==> src/rtl/yg_enc_pkg.sv <==
// Shared types and constants for the decoder loop-back encoder.
//   enc_state_t : output-word FSM states (IDLE, PRESENT)
//   NUM_LINES   : number of decoder output lines observed
//   CODE_W      : width of the recovered binary select code
package yg_enc_pkg;

  localparam int NUM_LINES = 4;
  localparam int CODE_W    = 2;

  typedef enum logic {
    IDLE    = 1'b0,
    PRESENT = 1'b1
  } enc_state_t;

endpackage

==> src/rtl/yg_prio_enc4.sv <==
// Combinational 4-to-2 priority encoder, line 3 highest.
// Ports:
//   act   in  4  active-high line vector
//   code  out 2  index of the highest set line (00 when none set)
//   any   out 1  at least one line set
//   multi out 1  two or more lines set
module yg_prio_enc4
  import yg_enc_pkg::*;
(
  input  logic [NUM_LINES-1:0] act,
  output logic [CODE_W-1:0]    code,
  output logic                 any,
  output logic                 multi
);

  always_comb begin
    code = 2'b00;
    casez (act)
      4'b1???: code = 2'b11;
      4'b01??: code = 2'b10;
      4'b001?: code = 2'b01;
      default: code = 2'b00;
    endcase
  end

  assign any = |act;

  // More than one bit set <=> clearing the lowest set bit leaves something.
  assign multi = |(act & (act - 4'd1));

endmodule

==> src/rtl/yg_dec_encoder.sv <==
// Sequential 4-to-2 priority encoder recovering the select code from the
// active-low outputs of a 2x4 decoder, with a valid/ready output word.
// Ports:
//   clk        in       clock, rising edge
//   rst        in       synchronous active-high reset
//   en         in       positive enable; 0 masks all lines
//   y_n        in  4    decoder lines, active low
//   code       out 2    encoded highest active line of the pending word
//   out_valid  out 1    a word is pending
//   out_ready  in  1    consumer accepts the pending word
//   any_active out 1    registered OR of active lines
//   multi_err  out 1    registered: two or more lines active
//   overrun    out 1    sticky: new event arrived while a word was pending
//   evt_count  out CNT_W saturating count of accepted handshakes
module yg_dec_encoder
  import yg_enc_pkg::*;
#(
  parameter int CNT_W = 8
) (
  input  logic             clk,
  input  logic             rst,
  input  logic             en,
  input  logic [3:0]       y_n,
  output logic [1:0]       code,
  output logic             out_valid,
  input  logic             out_ready,
  output logic             any_active,
  output logic             multi_err,
  output logic             overrun,
  output logic [CNT_W-1:0] evt_count
);

  localparam logic [CNT_W-1:0] CNT_MAX = {CNT_W{1'b1}};
  localparam logic [CNT_W-1:0] CNT_ONE = {{(CNT_W-1){1'b0}}, 1'b1};

  logic [NUM_LINES-1:0] r_y_q;
  logic                 r_en_q;
  logic [NUM_LINES-1:0] r_act_prev;
  enc_state_t           r_state;
  enc_state_t           w_state_next;
  logic [CODE_W-1:0]    r_code;
  logic                 r_any;
  logic                 r_multi;
  logic                 r_overrun;
  logic [CNT_W-1:0]     r_cnt;

  logic [NUM_LINES-1:0] w_act;
  logic [CODE_W-1:0]    w_code_next;
  logic                 w_any;
  logic                 w_multi;
  logic                 w_new_evt;
  logic                 w_load;
  logic                 w_set_ovr;
  logic                 w_inc;

  // Input stage: register raw lines and enable.
  always_ff @(posedge clk) begin
    if (rst) begin
      r_y_q  <= 4'b1111;
      r_en_q <= 1'b0;
    end else begin
      r_y_q  <= y_n;
      r_en_q <= en;
    end
  end

  assign w_act = ~r_y_q & {NUM_LINES{r_en_q}};

  yg_prio_enc4 u_prio (
    .act   (w_act),
    .code  (w_code_next),
    .any   (w_any),
    .multi (w_multi)
  );

  // A steady pattern yields exactly one event; returning to zero yields none.
  assign w_new_evt = w_any && (w_act != r_act_prev);

  always_comb begin
    w_state_next = r_state;
    w_load       = 1'b0;
    w_set_ovr    = 1'b0;
    w_inc        = 1'b0;
    case (r_state)
      IDLE: begin
        if (w_new_evt) begin
          w_load       = 1'b1;
          w_state_next = PRESENT;
        end
      end
      PRESENT: begin
        if (out_ready) begin
          w_inc = 1'b1;
          if (w_new_evt) begin
            // Handshake and reload in the same cycle keeps the word stream gapless.
            w_load       = 1'b1;
            w_state_next = PRESENT;
          end else begin
            w_state_next = IDLE;
          end
        end else if (w_new_evt) begin
          // Pending word wins; the new event is dropped and flagged.
          w_set_ovr = 1'b1;
        end
      end
      default: w_state_next = IDLE;
    endcase
  end

  // FSM / output stage.
  always_ff @(posedge clk) begin
    if (rst) begin
      r_state    <= IDLE;
      r_code     <= 2'b00;
      r_act_prev <= 4'b0000;
      r_any      <= 1'b0;
      r_multi    <= 1'b0;
      r_overrun  <= 1'b0;
      r_cnt      <= '0;
    end else begin
      r_state    <= w_state_next;
      r_act_prev <= w_act;
      r_any      <= w_any;
      r_multi    <= w_multi;
      if (w_load)
        r_code <= w_code_next;
      if (w_set_ovr)
        r_overrun <= 1'b1;
      if (w_inc && (r_cnt != CNT_MAX))
        r_cnt <= r_cnt + CNT_ONE;
    end
  end

  assign code       = r_code;
  assign out_valid  = (r_state == PRESENT);
  assign any_active = r_any;
  assign multi_err  = r_multi;
  assign overrun    = r_overrun;
  assign evt_count  = r_cnt;

endmodule
==> config.mk <==
export PLATFORM = sky130hd
export DESIGN_NAME = yg_dec_encoder
export DESIGN_NICKNAME = d
export VERILOG_FILES = /design/src/rtl/yg_enc_pkg.sv /design/src/rtl/yg_prio_enc4.sv /design/src/rtl/yg_dec_encoder.sv
export SDC_FILE = /design/constraint.sdc
export NUM_CORES = 1
export LEC_CHECK = 0
export CORE_ASPECT_RATIO = 0.6
export CORE_UTILIZATION = 45
export DETAILED_ROUTE_END_ITERATION = 12
export GPL_ROUTABILITY_DRIVEN = 0
export PLACE_DENSITY = 0.71
export SETUP_SLACK_MARGIN = 0.05
export SYNTH_ARGS = -nofsm -noshare
export SYNTH_HDL_FRONTEND = slang
export SYNTH_HIERARCHICAL = 1
export SYNTH_SLANG_ARGS = --single-unit
==> constraint.sdc <==
create_clock -name clk -period 2 [get_ports clk]
set_input_delay 0.4 -clock clk [delete_from_list [all_inputs] [get_ports clk]]
set_output_delay 0.4 -clock clk [all_outputs]
set_load 0.01 [all_outputs]
# ---- Word-level counts from Yosys, hierarchy flattened
# Cells that the tools add are included.
dict set report totals {
  out_inout_bits 14
  ff_bits 23
  input_bits 8
  elab_cells 33
}
dict set report op_classes {
  reduce_logical 4
  mux 10
  add_sub_neg 2
  eq_ne 4
  bitwise 4
}
# operator count
set ops {}
lappend ops {{adder 8 x 1 -> 8 bit (second input constant)} 1}
lappend ops {{bitwise AND 4 bit} 2}
lappend ops {{!= test 8 bit (second input constant)} 1}
lappend ops {{OR reduction 4 bit} 2}
lappend ops {{2-to-1 mux 1 bit} 7}
lappend ops {{case mux 2 bit (3 select lines)} 1}
lappend ops {{!= test 4 bit} 1}
lappend ops {{NOT 4 bit} 1}
lappend ops {{case mux 1 bit (2 select lines)} 2}
lappend ops {{subtractor 4 x 1 -> 4 bit (second input constant)} 1}
lappend ops {{== test 3 x 1 -> 1 bit (second input constant)} 1}
lappend ops {{== test 2 x 1 -> 1 bit (second input constant)} 1}
lappend ops {{logical AND 1 bit} 2}
lappend ops {{NOT 1 bit} 1}

# ---- Longest topological paths before layout
# Gate-level depths: netlist of run 1.
dict set report logic_depth {
  ltp_word 7
  depth_mapped 7
  ltp_nobuf 6
}

# ---- By module
# Netlist of run 1, hierarchy kept.
# module area_each_um2 cells_per_inst seq_area_each_um2 n_inst
set by_module_without_submodules {}
lappend by_module_without_submodules {yg_dec_encoder 1057.3 109 460.4 1}
lappend by_module_without_submodules {yg_prio_enc4 42.5 7 0.0 1}

# ---- Least setup slack after synthesis of run 1
# OpenSTA, ideal clock, no wires.
dict set report synth_timing {
  path_type {reg2reg}
  from {register r_en_q}
  to {register r_code[0] (netlist: code[0])}
  stages_incl_launch_ff 8
  required_ns 1.882
  setup_ns 0.118
  path_slack_ns 0.181
  period_less_slack_ns 1.819
  n_path_buf 1
  t_arrival_ns 1.700
  cell_sequence {dfxtp_1 buf_6 nor2b_1 or2_1 or3_1 o211a_1 a22o_2 mux2i_1}
}
dict set report synth_between {
  elab_chain_len 6
  word_cells_on_any_way 10
  classes_between {eq/ne: 3; mux: 4; bitwise: 1; reduce/logical: 2}
}
# element line
set synth_rtl {}
lappend synth_rtl {{from (decl)} yg_dec_encoder.sv:37} ;# logic r_en_q;
lappend synth_rtl {{from (signal assigned)} yg_dec_encoder.sv:63} ;# r_en_q <= en;
lappend synth_rtl {{bitwise AND 4 bit (*)} yg_dec_encoder.sv:67} ;# assign w_act = ~r_y_q & {NUM_LINES{r_en_q}};
lappend synth_rtl {{net w_act[3]} yg_dec_encoder.sv:47} ;# logic [NUM_LINES-1:0] w_act;
lappend synth_rtl {{OR reduction 4 bit (*)} yg_prio_enc4.sv:26} ;# assign any = |act;
lappend synth_rtl {{net w_any} yg_dec_encoder.sv:49} ;# logic w_any;
lappend synth_rtl {{logical AND 1 bit (*)} yg_dec_encoder.sv:77} ;# assign w_new_evt = w_any && (w_act != r_act_prev);
lappend synth_rtl {{2-to-1 mux 1 bit (*)} {yg_dec_encoder.sv:86, yg_dec_encoder.sv:94}}
lappend synth_rtl {{2-to-1 mux 1 bit} yg_dec_encoder.sv:92} ;# if (out_ready) begin
lappend synth_rtl {{case mux 1 bit (2 select lines) (*)} yg_dec_encoder.sv:84} ;# case (r_state)
lappend synth_rtl {{to (signal assigned)} yg_dec_encoder.sv:126} ;# r_code <= w_code_next;
lappend synth_rtl {{to (decl)} yg_dec_encoder.sv:41} ;# logic [CODE_W-1:0] r_code;
# Mark *: on every way through the listed nets, which the timed path passes. The rest lies on a longest branch.
# A chain may end at the register's enable or synchronous reset.

# ---- Worst setup path in the final report of run 1
dict set report layout_timing {
  from {register r_y_q[2]}
  to {register r_code[0] (netlist: code[0])}
}
dict set report layout_between {
  elab_chain_len 7
  word_cells_on_any_way 11
  classes_between {eq/ne: 3; mux: 4; bitwise: 2; reduce/logical: 2}
}
# element line
set layout_rtl {}
lappend layout_rtl {{from (decl)} yg_dec_encoder.sv:36} ;# logic [NUM_LINES-1:0] r_y_q;
lappend layout_rtl {{from (signal assigned)} yg_dec_encoder.sv:62} ;# r_y_q <= y_n;
lappend layout_rtl {{NOT 4 bit (*)} yg_dec_encoder.sv:67}
lappend layout_rtl {{bitwise AND 4 bit (*)} yg_dec_encoder.sv:67}
lappend layout_rtl {{net w_act[2]} yg_dec_encoder.sv:47}
lappend layout_rtl {{OR reduction 4 bit (*)} yg_prio_enc4.sv:26}
lappend layout_rtl {{net w_any} yg_dec_encoder.sv:49}
lappend layout_rtl {{logical AND 1 bit (*)} yg_dec_encoder.sv:77}
lappend layout_rtl {{2-to-1 mux 1 bit (*)} {yg_dec_encoder.sv:86, yg_dec_encoder.sv:94}}
lappend layout_rtl {{2-to-1 mux 1 bit} yg_dec_encoder.sv:92}
lappend layout_rtl {{case mux 1 bit (2 select lines) (*)} yg_dec_encoder.sv:84}
# Marked as above.

==> flow_metrics.py, run 1 <==
metrics = {
    "power": {
        "p_per_area_nw_per_um2": 617.2,
        "p_leak_nw": 0.5494,
        "ir_worst_vdd_uv": 483.3,
        "p_total_mw": 0.8595,
    },
    "sta": {
        "hold_viol": 0,
        "setup_viol": 0,
        "skew_ps": 2.791,
        "final.period_utilization": 0.9101,
        "slew_violations": 0,
        "slew_headroom": 0.7712,
        "hold-worst-slack_ps": 477.7,
        "fmax_mhz": 549.4,
        "final.setup.tns_ps": 0,
        "period_needed_ps": 1820,
        "tightest_slew_ps": 337.9,
        "rsz0062_at_grt": "false",
    },
    "critical_path": {
        "crit_end": "code[0]",
        "end_kind": "flip-flop",
        "r2r_start": "r_y_q[2]",
        "worst_r2r_path_depth": 6,
        "cp.arrival_ps": 1980,
        "cp_max_fo": 5,
        "crit_type": "reg2reg",
        "crit_required_ps": 2160,
        "start_kind": "flip-flop",
        "rrSetupSlack_ps": 180,
        "r2r-end": "code[0]",
        "setup.worst_path.start": "r_y_q[2]",
    },
    "clocking": {
        "path_clk_slew_ps": 80,
        "cts_buffer_depth": 2,
        "htree_levels": 1,
        "cts_hold_buffers": 0,
        "cts_sinks": 23,
        "cts_tree": "yes",
        "clock_latency_ps": 270,
        "cts_resized": 0,
        "cts_made_buffers": 3,
        "post_cts_buffers": 0,
        "clock-root-buffer": "clkbuf_8",
    },
    "route": {
        "drt_first_iter_violations": 100,
        "remaining_drc_errors": 0,
        "vias_per_cell": 5.212,
        "firstDrtPassIters": 4,
        "post_drt_wl_per_cell_um": 12.98,
        "ant_nets": 0,
        "wirelength_mm": 2.206,
        "via_count": 886,
    },
    "yosys": {
        "synth.cell_area_sq_um": 1100,
        "synth_flop_cell": "dfxtp_1",
        "synth.distinct_cells": 40,
        "synth_cells": 116,
        "syn_area_per_cell_sq_um": 9.481,
        "syn-num-nets": 125,
        "yosysSeqAreaShare": 0.4187,
        "yosysWarnings": 6,
        "synth-async-reset-ratio": 0,
        "synth_edf_count": 0,
        "synth-seq-cells": 23,
    },
    "floorplan": {
        "die_y_um": 40.30,
        "io_pins": 22,
        "die_area_sq_um": 2652,
        "start_util": 0.4935,
        "die_w_um": 65.82,
        "core-area_sq_um": 2228,
        "rows": 13,
    },
    "global_route": {
        "antenna_found_initial": 0,
        "grt_pass1_wl_mm": 3.581,
        "grt_max_degree": 24,
        "grt_overflow_total": 0,
        "track_usage": 0.1969,
        "grt_pass1_vias": 740,
    },
    "job": {
        "drv_cap": 0,
    },
    "finish": {
        "final_cell_mix": "dfxtp_1, clkdlybuf4s50_1, nor2_1, nor2b_1, nand2b_1",
        "diodes": 0,
        "filler_cell_count": 180,
        "nets": 150,
        "drive_above_1_share": 0.1143,
        "mostFrequentLayoutCell": "dfxtp_1",
        "syn_to_final_growth_pct": 26.62,
    },
    "place": {
        "port_buffers": 21,
        "hpwl_mm": 1.692,
    },
    "min_path": {
        "hp-class": "reg2reg",
    },
    "status": {
        "status": "completed",
    },
}
layer usage:
layer  up-vias  part of all wire  GRT usage
li1        458                 -          -
met1       392              0.54     0.2806
met2        31              0.38     0.2781
met3         5             0.075    0.07102
met4         0            0.0086    0.04891
met5         -                 0          0
critical path, stage by stage (launching register included):
cell,delay (ps)
dfxtp_1,420
nor2b_1,120
or2_1,230
or3_1,380
o211a_1,160
a22o_2,280
mux2i_1,120
cell families after synthesis:
family | synth area share
flip-flops | 0.4187
XOR/XNOR | 0.03983
AND/OR/NAND/NOR | 0.2821
buffers and inverters | 0.03071
adder cells (fa/ha/maj) | 0.01137
multiplexers | 0.03641
AO/OA/AOI/OAI | 0.1809
cells in the mapped netlist (2+ instances only):
master / count / area (sq um)
dfxtp_1: 23 / 460.4
nor2_1: 14 / 52.55
nand2b_1: 7 / 43.79
nor2b_1: 7 / 43.79
inv_1: 4 / 15.01
mux2i_1: 4 / 40.04
nand2_1: 4 / 15.01
or2_2: 4 / 25.02
a21oi_1: 3 / 15.01
o211a_1: 3 / 30.03
xor2_1: 3 / 26.28
a211oi_1: 2 / 15.01
and2b_1: 2 / 15.01
and3_1: 2 / 12.51
and3b_1: 2 / 17.52
clkbuf_1: 2 / 7.510
nand4_1: 2 / 12.51
nor3_1: 2 / 10.01
o2111ai_1: 2 / 17.52
o21a_1: 2 / 15.01
o21bai_1: 2 / 15.01
xnor2_1: 2 / 17.52
final cells by class:
type,instances,area [sq um],share of cell area
clock inverter,1,7.507,0.005391
inverter,4,15.01,0.01078
timing repair buffer,23,225.2,0.1617
tap,30,37.54,0.02695
clock buffer,3,41.29,0.02965
sequential,23,460.4,0.3306
multi-input combinational,86,605.6,0.4349
power breakdown:
| part | switching (mW) | total, mW | internal, mW |
|---|---|---|---|
| Combinational | 0.0349 | 0.0830 | 0.0481 |
| Clock | 0.157 | 0.298 | 0.141 |
| Sequential | 0.0104 | 0.478 | 0.468 |
| Total | 0.202 | 0.860 | 0.657 |
through the flow:
stage	util	std cells	setup slack [ps]	cell area (sq um)
detailed placement	0.6030	166	220.7	1344
CTS	0.6249	170	200.2	1393
global placement	0.6030	166	273.8	1344
finish	0.6249	170	179.8	1393
floorplan	-	116	181.4	1100
global route	0.6249	170	99.35	1393
sequential cells by signal, indices dropped and copies added (netlist names):
signal / flops
code: 2
r_y_q: 4
r_en_q: 1
out_valid: 1
evt_count: 8
any_active: 1
multi_err: 1
overrun: 1
r_act_prev: 4
worst min-delay path by stage:
stage | endpoint | slack [ps] | from | cells past startpoint
2_1_floorplan | r_act_prev[1] | 420 | r_y_q[1] | 1
3_3_place_gp | r_act_prev[1] | 460 | r_y_q[1] | 1
3_5_place_dp | r_act_prev[1] | 460 | r_y_q[1] | 1
4_1_cts | r_act_prev[1] | 480 | r_y_q[1] | 1
5_1_grt | r_act_prev[1] | 500 | r_y_q[1] | 1
6_report | r_act_prev[1] | 480 | r_y_q[1] | 1
(Power assumes the default switching activity.)
==> inputs of run 2 (changes only) <==
REMOVE_ABC_BUFFERS = 1   (was default)
==> flow_metrics.py, run 2 (synthesized netlist as in run 1, its figures left out) <==
metrics = {
    "power": {
        "switching_share": 0.2159,
        "p_leak_nw": 0.5531,
        "power_switching_mw": 0.1803,
        "p_comb_frac": 0.098,
        "p_per_area_nw_per_um2": 600.5,
        "seqPwrFrac": 0.572,
        "clkPwrFrac": 0.329,
        "p_total_mw": 0.8348,
        "ir_worst_vdd_uv": 548.9,
        "intPower_mw": 0.6545,
    },
    "sta": {
        "final.period_utilization": 0.9012,
        "tightest_slew_ps": 546.4,
        "skew_ps": 1.601,
        "fmax_mhz": 554.8,
        "worst_slack_ps": 197.5,
        "period_needed_ps": 1802,
        "rsz0062_at_grt": "false",
        "slew_headroom": 0.6346,
        "setup_viol": 0,
        "slew_violations": 0,
        "hold_viol": 0,
        "final.setup.tns_ps": 0,
    },
    "clocking": {
        "cts_sinks": 23,
        "cts_hold_buffers": 0,
        "htree_levels": 1,
        "cts_buffer_depth": 2,
        "clock-root-buffer": "clkbuf_8",
        "path_clk_slew_ps": 80,
        "cts_tree": "yes",
        "cts_made_buffers": 3,
        "clock_latency_ps": 260,
        "cts_resized": 0,
        "post_cts_buffers": 0,
    },
    "route": {
        "vias_per_cell": 5.165,
        "post_drt_wl_per_cell_um": 12.27,
        "wirelength_mm": 2.086,
        "drt_first_iter_violations": 58,
        "firstDrtPassIters": 4,
        "ant_nets": 0,
        "via_count": 878,
        "remaining_drc_errors": 0,
    },
    "critical_path": {
        "r2r_start": "r_en_q",
        "setup.worst_path.start": "r_en_q",
        "cp.arrival_ps": 1960,
        "end_kind": "flip-flop",
        "crit_required_ps": 2150,
        "crit_type": "reg2reg",
        "cp_max_fo": 8,
        "start_kind": "flip-flop",
    },
    "job": {
        "drv_cap": 0,
    },
    "finish": {
        "diodes": 0,
        "syn_to_final_growth_pct": 26.39,
        "drive_above_1_share": 0.1143,
        "nets": 150,
        "final_cell_mix": "dfxtp_1, clkdlybuf4s50_1, nor2_1, nor2b_1, nand2b_1",
        "filler_cell_count": 176,
        "mostFrequentLayoutCell": "dfxtp_1",
        "largest_reg_flops": 8,
        "final_util": 0.6238,
    },
    "min_path": {
        "worstHoldStart": "r_y_q[1]",
        "hp-class": "reg2reg",
    },
    "global_route": {
        "grt_max_degree": 19,
        "antenna_found_initial": 0,
        "track_usage": 0.1662,
        "grt_pass1_vias": 674,
        "grt_overflow_total": 0,
        "grt_pass1_wl_mm": 3.056,
    },
    "place": {
        "dp_slack_ps": 208.9,
        "hpwl_mm": 1.623,
        "port_buffers": 21,
    },
    "floorplan": {
        "start_util": 0.4935,
        "die_w_um": 65.82,
        "rows": 13,
        "die_y_um": 40.30,
        "core-area_sq_um": 2228,
        "io_pins": 22,
        "die_area_sq_um": 2652,
    },
    "status": {
        "status": "completed",
    },
}
-- run 2: changes by cell type in the layout (fill, tap and decap cells not counted) --
cell	change
clkinv_2	+1
clkinvlp_4	-1
-- run 2: final cells by class --
class | instances | area (sq um) | share of cell area
Timing Repair Buffer | 23 | 225.2 | 0.1620
Inverter | 4 | 15.01 | 0.01080
Clock inverter | 1 | 5.005 | 0.003600
Tap cell | 30 | 37.54 | 0.02700
Multi-Input combinational cell | 86 | 605.6 | 0.4356
Clock buffer | 3 | 41.29 | 0.02970
Sequential cell | 23 | 460.4 | 0.3312
-- run 2: power by group through the flow --
stage	Sequential (mW)	Combinational [mW]	Clock [mW]
6_report	0.478	0.0821	0.275
5_1_grt	0.480	0.0893	0.312
4_1_cts	0.478	0.0825	0.286
3_5_place_dp	0.489	0.0822	0
3_3_place_gp	0.488	0.0810	0
2_1_floorplan	0.490	0.0430	0
-- run 2: final timing paths --
check | slack (ps) | endpoint | cells after the start
hold / removal | 460 | r_act_prev[1] | 1
setup reg to reg | 200 | code[0] | 6
setup / recovery | 200 | code[0] | 6
hold reg to reg | 460 | r_act_prev[1] | 1
-- run 2: layer usage --
metal	vias up	global-route usage	share of wire
met5	-	0	0
met4	0	0.02717	0.0058
met3	2	0.06818	0.060
met1	390	0.2347	0.53
met2	26	0.2372	0.41
li1	460	-	-
-- run 2: critical path, cell delays in order, from the launching register on --
cell and delay [ps]:
dfxtp_1 350, buf_4 180, and2b_1 180, or3_1 440, o211a_1 150, a22o_2 280, mux2i_1 110
-- run 2: metrics by stage --
step	cells	instance area, sq um	hold slack (ps)
detailed placement	166	1344	441.8
finish	170	1390	459.0
floorplan	113	1081	417.7
global route	170	1390	491.6
CTS	170	1390	460.6
global placement	166	1344	447.3
